## config.mk

```make
export PLATFORM = sky130hd
export DESIGN_NAME = arrow_game_controller
export DESIGN_NICKNAME = d
export VERILOG_FILES = /design/src/rtl/arrow_game_controller_pkg.sv /design/src/rtl/arrow_game_controller_sync_rise_detect.sv /design/src/rtl/arrow_game_controller.sv
export SDC_FILE = /design/constraint.sdc
export NUM_CORES = 1
export LEC_CHECK = 0
export CORE_AREA = 2 2 110 112
export CTS_BUF_LIST = sky130_fd_sc_hd__clkbuf_4 sky130_fd_sc_hd__clkbuf_8
export CTS_CLUSTER_SIZE = 24
export DETAILED_ROUTE_END_ITERATION = 16
export DIE_AREA = 0 0 112 114
export GPL_TIMING_DRIVEN = 1
export PLACE_DENSITY = 0.58
export SETUP_SLACK_MARGIN = 0.3
export SLEW_MARGIN = 5
export SYNTH_ARGS = -nofsm -noshare
export SYNTH_HDL_FRONTEND = slang
export SYNTH_SLANG_ARGS = --single-unit
```

## constraint.sdc

```tcl
create_clock -name clk -period 4.2 [get_ports clk]
set_input_delay 0.84 -clock clk [delete_from_list [all_inputs] [get_ports clk]]
set_output_delay 0.84 -clock clk [all_outputs]
set_load 0.05 [all_outputs]
```

## src/rtl/arrow_game_controller_pkg.sv

```systemverilog
// rtl/arrow_game_controller_pkg.sv - shared state/arrow codes and LFSR helpers for the arrow game
package arrow_game_controller_pkg;

    localparam int STATE_BITS      = 1;
    localparam int NUM_ARROWS_BITS = 4;

    typedef enum logic [STATE_BITS:0] {
        STATE_IDLE  = 2'd0,
        STATE_GAME  = 2'd1,
        STATE_PAUSE = 2'd2,
        STATE_OVER  = 2'd3
    } game_state_t;

    localparam logic [NUM_ARROWS_BITS:0] ARROW_UP    = 5'd10;
    localparam logic [NUM_ARROWS_BITS:0] ARROW_DOWN  = 5'd11;
    localparam logic [NUM_ARROWS_BITS:0] ARROW_LEFT  = 5'd12;
    localparam logic [NUM_ARROWS_BITS:0] ARROW_RIGHT = 5'd13;
    localparam logic [NUM_ARROWS_BITS:0] ARROW_NONE  = 5'd20;

    localparam logic [15:0] LFSR_TAPS = 16'hB400;

    function automatic logic [15:0] lfsr_advance(input logic [15:0] l);
        return (l >> 1) ^ (l[0] ? LFSR_TAPS : 16'h0000);
    endfunction

    // A quarter of beats are empty; otherwise the low two bits pick the direction.
    function automatic logic [NUM_ARROWS_BITS:0] arrow_from_lfsr(input logic [15:0] l);
        return (l[3:2] == 2'b00) ? ARROW_NONE : ARROW_UP + {3'b000, l[1:0]};
    endfunction

endpackage

```

## src/rtl/arrow_game_controller_sync_rise_detect.sv

```systemverilog
// rtl/arrow_game_controller_sync_rise_detect.sv - 2-FF synchronizer with registered rising-edge pulse
module sync_rise_detect (
    input  logic clk,
    input  logic rst,
    input  logic async_in,
    output logic pulse
);

    logic s_meta;
    logic s_sync;
    logic s_prev;

    always_ff @(posedge clk or posedge rst) begin
        if (rst) begin
            s_meta <= 1'b0;
            s_sync <= 1'b0;
            s_prev <= 1'b0;
            pulse  <= 1'b0;
        end else begin
            s_meta <= async_in;
            s_sync <= s_meta;
            s_prev <= s_sync;
            pulse  <= s_sync & ~s_prev;
        end
    end

endmodule

```

## src/rtl/arrow_game_controller.sv

```systemverilog
// rtl/arrow_game_controller.sv - arrow-rhythm game FSM, arrow queue, judgement, lives/score/combo
module arrow_game_controller
    import arrow_game_controller_pkg::*;
#(
    parameter logic [2:0]  LIVES_INIT = 3'd5,
    parameter logic [15:0] LFSR_SEED  = 16'hACE1,
    parameter logic [13:0] SCORE_MAX  = 14'd9999
) (
    input  logic        clk,
    input  logic        rst,
    input  logic        metronome_clk,
    input  logic        btn_start,
    input  logic        btn_pause,
    input  logic [3:0]  btn_dir,
    output logic [1:0]  state,
    output logic [4:0]  cur_arrow0,
    output logic [4:0]  cur_arrow1,
    output logic [4:0]  cur_arrow2,
    output logic [4:0]  cur_arrow3,
    output logic [2:0]  lives,
    output logic [13:0] score,
    output logic [13:0] combo,
    output logic        judge_valid,
    output logic        judge_hit
);

    logic       tick_p;
    logic       start_p;
    logic       pause_p;
    logic [3:0] dir_p;

    sync_rise_detect u_sync_tick  (.clk(clk), .rst(rst), .async_in(metronome_clk), .pulse(tick_p));
    sync_rise_detect u_sync_start (.clk(clk), .rst(rst), .async_in(btn_start),     .pulse(start_p));
    sync_rise_detect u_sync_pause (.clk(clk), .rst(rst), .async_in(btn_pause),     .pulse(pause_p));

    for (genvar g = 0; g < 4; g++) begin : g_dir
        sync_rise_detect u_sync_dir (.clk(clk), .rst(rst), .async_in(btn_dir[g]), .pulse(dir_p[g]));
    end

    game_state_t               state_q, state_d;
    logic [NUM_ARROWS_BITS:0]  arrow_q [4];
    logic [NUM_ARROWS_BITS:0]  arrow_d [4];
    logic                      hit_q, hit_d, miss_q, miss_d;
    logic [15:0]               lfsr_q, lfsr_d;
    logic [2:0]                lives_q, lives_d;
    logic [13:0]               score_q, score_d, combo_q, combo_d;
    logic                      jv_q, jv_d, jh_q, jh_d;

    function automatic logic [13:0] sat_inc(input logic [13:0] v);
        return (v >= SCORE_MAX) ? SCORE_MAX : v + 14'd1;
    endfunction

    always_ff @(posedge clk or posedge rst) begin
        if (rst) begin
            state_q <= STATE_IDLE;
            for (int i = 0; i < 4; i++) arrow_q[i] <= ARROW_NONE;
            hit_q   <= 1'b0;
            miss_q  <= 1'b0;
            lfsr_q  <= LFSR_SEED;
            lives_q <= LIVES_INIT;
            score_q <= '0;
            combo_q <= '0;
            jv_q    <= 1'b0;
            jh_q    <= 1'b0;
        end else begin
            state_q <= state_d;
            arrow_q <= arrow_d;
            hit_q   <= hit_d;
            miss_q  <= miss_d;
            lfsr_q  <= lfsr_d;
            lives_q <= lives_d;
            score_q <= score_d;
            combo_q <= combo_d;
            jv_q    <= jv_d;
            jh_q    <= jh_d;
        end
    end

    always_comb begin
        state_d = state_q;
        arrow_d = arrow_q;
        hit_d   = hit_q;
        miss_d  = miss_q;
        lfsr_d  = lfsr_q;
        lives_d = lives_q;
        score_d = score_q;
        combo_d = combo_q;
        jv_d    = 1'b0;
        jh_d    = 1'b0;
        unique case (state_q)
            STATE_IDLE: begin
                if (start_p) begin
                    state_d = STATE_GAME;
                    for (int i = 0; i < 4; i++) arrow_d[i] = ARROW_NONE;
                    hit_d   = 1'b0;
                    miss_d  = 1'b0;
                    lfsr_d  = LFSR_SEED;
                    lives_d = LIVES_INIT;
                    score_d = '0;
                    combo_d = '0;
                end
            end
            STATE_GAME: begin
                if (tick_p) begin
                    if (arrow_q[3] != ARROW_NONE && hit_q && !miss_q) begin
                        score_d = sat_inc(score_q);
                        combo_d = sat_inc(combo_q);
                        jv_d    = 1'b1;
                        jh_d    = 1'b1;
                    end else if (arrow_q[3] != ARROW_NONE || miss_q) begin
                        lives_d = (lives_q != 3'd0) ? lives_q - 3'd1 : 3'd0;
                        combo_d = '0;
                        jv_d    = 1'b1;
                    end
                    arrow_d[3] = arrow_q[2];
                    arrow_d[2] = arrow_q[1];
                    arrow_d[1] = arrow_q[0];
                    arrow_d[0] = arrow_from_lfsr(lfsr_q);
                    lfsr_d     = lfsr_advance(lfsr_q);
                    hit_d      = 1'b0;
                    miss_d     = 1'b0;
                end
                // Presses coinciding with a tick belong to the beat that has just moved to the front.
                for (int i = 0; i < 4; i++) begin
                    if (dir_p[i]) begin
                        if (arrow_d[3] == ARROW_UP + 5'(i)) hit_d  = 1'b1;
                        else                                 miss_d = 1'b1;
                    end
                end
                if (lives_d == 3'd0)  state_d = STATE_OVER;
                else if (pause_p)     state_d = STATE_PAUSE;
            end
            STATE_PAUSE: begin
                if (start_p)      state_d = STATE_IDLE;
                else if (pause_p) state_d = STATE_GAME;
            end
            STATE_OVER: begin
                if (start_p) state_d = STATE_IDLE;
            end
            default: state_d = STATE_IDLE;
        endcase
    end

    assign state       = state_q;
    assign cur_arrow0  = arrow_q[0];
    assign cur_arrow1  = arrow_q[1];
    assign cur_arrow2  = arrow_q[2];
    assign cur_arrow3  = arrow_q[3];
    assign lives       = lives_q;
    assign score       = score_q;
    assign combo       = combo_q;
    assign judge_valid = jv_q;
    assign judge_hit   = jh_q;

endmodule

```

==> flow_summary.toml <==
[outcome]
outcome = "finished clean"

[global_route]
grt_remaining_overflow = 0
first_global_vias = 3494
grtUsageTotal = 0.170
grt_start_max_net_pins = 41
grt_pass1_wl_mm = 17.6
antenna_found_initial = 0

[clock_network]
post_cts_buffers = 0
clock_sinks = 101
cts.repair.resized = 0
htreeDepth = 3
root_buffer = "clkbuf_8"
ctsHoldBuffers = 0
cts_buffer_depth = 2
cts_tree = "done"
clk_pin_slew_worst_paths_ps = 100
clk_latency_ps = 370
cts_buffers = 9

[timing]
finalMaxSlewViolations = 0
period_minus_slack_ps = 2770
slew_headroom = 0.286
rsz0062_at_grt = "no"
setup_tns_ps = 0
fin_crit_sh = 0.661
tightestPinTransition_ps = 1070
fin_worst_skew_ps = 9.55
setup_viol = 0
hold_viol = 0
fmax_mhz = 360

[final_layout]
multiInputGateArea_um2 = 1800
final_common_cell = "dfrtp_1"
nets = 504
layout-drive-gt1-share = 0.116
diodes = 0
num-fill-cells = 1128
seqCellArea_um2 = 2550
syn_to_final_growth_pct = 20.9
layout_common_cells = "dfrtp_1, clkdlybuf4s50_1, nand2_1"

[worst_setup_path]
crit_type = "flip-flop to flip-flop"
required_ps = 4450
startpoint_type = "flip-flop"
worstSetupEndpointType = "flip-flop"
critical_path.max_fanout = 18
startpoint = "u_sync_tick.pulse"
r2r-start = "u_sync_tick.pulse"
arrival_ps = 3030

[synth]
yosys_most_used_dff = "dfrtp_1"
synthCells = 435
syn-cell-area_um2 = 4500
async_flop_share = 1.00
yosysSeqAreaShare = 0.567
synth_fp_nets = 446
synth_edf_count = 0
synth_area_leaders = "dfrtp_1, dfstp_2, nand2_1, o21ai_0, nand3_1"
synth_cell_type_count = 62
netlist.area_leader.share = 0.462
synth.avg_cell_area_um2 = 10.3
synth_top_area_cell = "dfrtp_1"
ys_ff_latch = 101
synth_warnings = 0

[floorplanning]
die_x_um = 112
core_area_um2 = 11700
start_util = 0.384
die-area_um2 = 12800
fp.dieH_um = 114
ios = 64
rows = 40

[placed_design]
port_buffers = 63
dp_hpwl_mm = 7.16
gp_congestion = 0.828

[route]
viasPerCell = 5.51
drc_errors = 0
dr.pass1.iters = 4
drtAntennaViolNets = 0
vias = 3552
drt-total-wl_mm = 10.4
drt_iter0_drc = 137
wl_per_cell_um = 16.2

[power_and_ir_drop]
total_power_mw = 3.05
power_leakage_nw = 2.25
p_per_area_nw_per_um2 = 562
ir_drop_v = 0.000443

[hold_path]
min_path_type = "flip-flop to flip-flop"
min_from = "g_dir[1].u_sync_dir.s_meta"

[run]
drv_cap = 0
-- cells by family (layout without fill, tap and decap cells) --
logic type               count (synthesis)  after routing  share of synthesized area
AO/OA/AOI/OAI                          106            106                      0.164
buffers and inverters                   29             92                     0.0320
AND/OR/NAND/NOR                        190            190                      0.216
multiplexers                             4              4                    0.00918
adder cells (fa/ha/maj)                  2              2                    0.00556
XOR/XNOR                                 3              3                    0.00584
flip-flops                             101            101                      0.567
-- worst max-delay path, stage by stage, from the launching register on --
cell and delay (ps):
dfrtp_1 650, and3b_1 760, o211ai_4 330, inv_2 360
nand2_2 180, o311ai_0 380
-- stage by stage --
step | utilization | setup WS, ps | instances | cell area (um^2) | hold WS, ps
2_1_floorplan | - | 743 | 435 | 4500 | 331
3_3_place_gp | 0.447 | 1560 | 629 | 5230 | 332
3_5_place_dp | 0.447 | 1450 | 629 | 5230 | 335
4_1_cts | 0.464 | 1410 | 645 | 5440 | 359
5_1_grt | 0.464 | 1130 | 645 | 5440 | 372
6_report | 0.464 | 1430 | 645 | 5440 | 355
-- power breakdown --
part | total (mW) | internal (mW) | switching, mW
combinational | 1.02 | 0.347 | 0.674
clock | 0.647 | 0.285 | 0.362
sequential | 1.38 | 1.20 | 0.189
total | 3.05 | 1.83 | 1.23
-- synth_stat cells, drive strengths merged (2+ instances only) --
cell    number
buf         12
o211ai       4
o21a         4
a21oi       17
or2          2
clkbuf       7
a22o         7
dfstp       18
mux2i        3
a211o        2
ha           2
a31oi       12
nand3       26
xnor2        3
o311ai       4
o221a        4
o31ai        3
nand2b       6
nor2b       11
inv         10
nand2       55
nand3b       3
nor2        36
nor3        17
nor4         5
nand4        9
o22a         3
dfrtp       83
and3         6
o21ai       31
nor3b        3
o22ai        5
and2         3
-- layout make-up --
type                    instances  share of cell area
flip-flops and latches        101               0.469
multi-input cells             305               0.332
repair buffers                 66               0.120
well taps                     147              0.0338
clock buffers                   9              0.0228
clock inverters                 7              0.0150
inverters                      10             0.00737
-- state kept, by name, indices dropped and copies added (netlist names), 2 cells and up --
signal and count:
lfsr_q 16, combo 14, score 14, cur_arrow0 5, cur_arrow1 5, cur_arrow2 5, cur_arrow3 5, g_dir.u_sync_dir.pulse 4
g_dir.u_sync_dir.s_meta 4, g_dir.u_sync_dir.s_prev 4, g_dir.u_sync_dir.s_sync 4, lives 3, state 2
-- worst paths after layout --
path                                               to  slack (ps)  cells after the start
max                                          score[5]        1430                      5
min                        g_dir[1].u_sync_dir.s_sync         360                      0
max reg2reg                                  score[5]        1430                      5
min reg2reg                g_dir[1].u_sync_dir.s_sync         360                      0
max in group asynchronous                   lfsr_q[5]        2520                      3
min in group asynchronous          u_sync_tick.s_sync         850                      2
-- metal layers --
layer	vias to the layer above	wire, um	track usage
li1	1688	-	-
met1	1762	5030	0.238
met2	92	4860	0.265
met3	10	426	0.0324
met4	0	127	0.0634
met5	-	0	0
(Power assumes the default switching activity.)
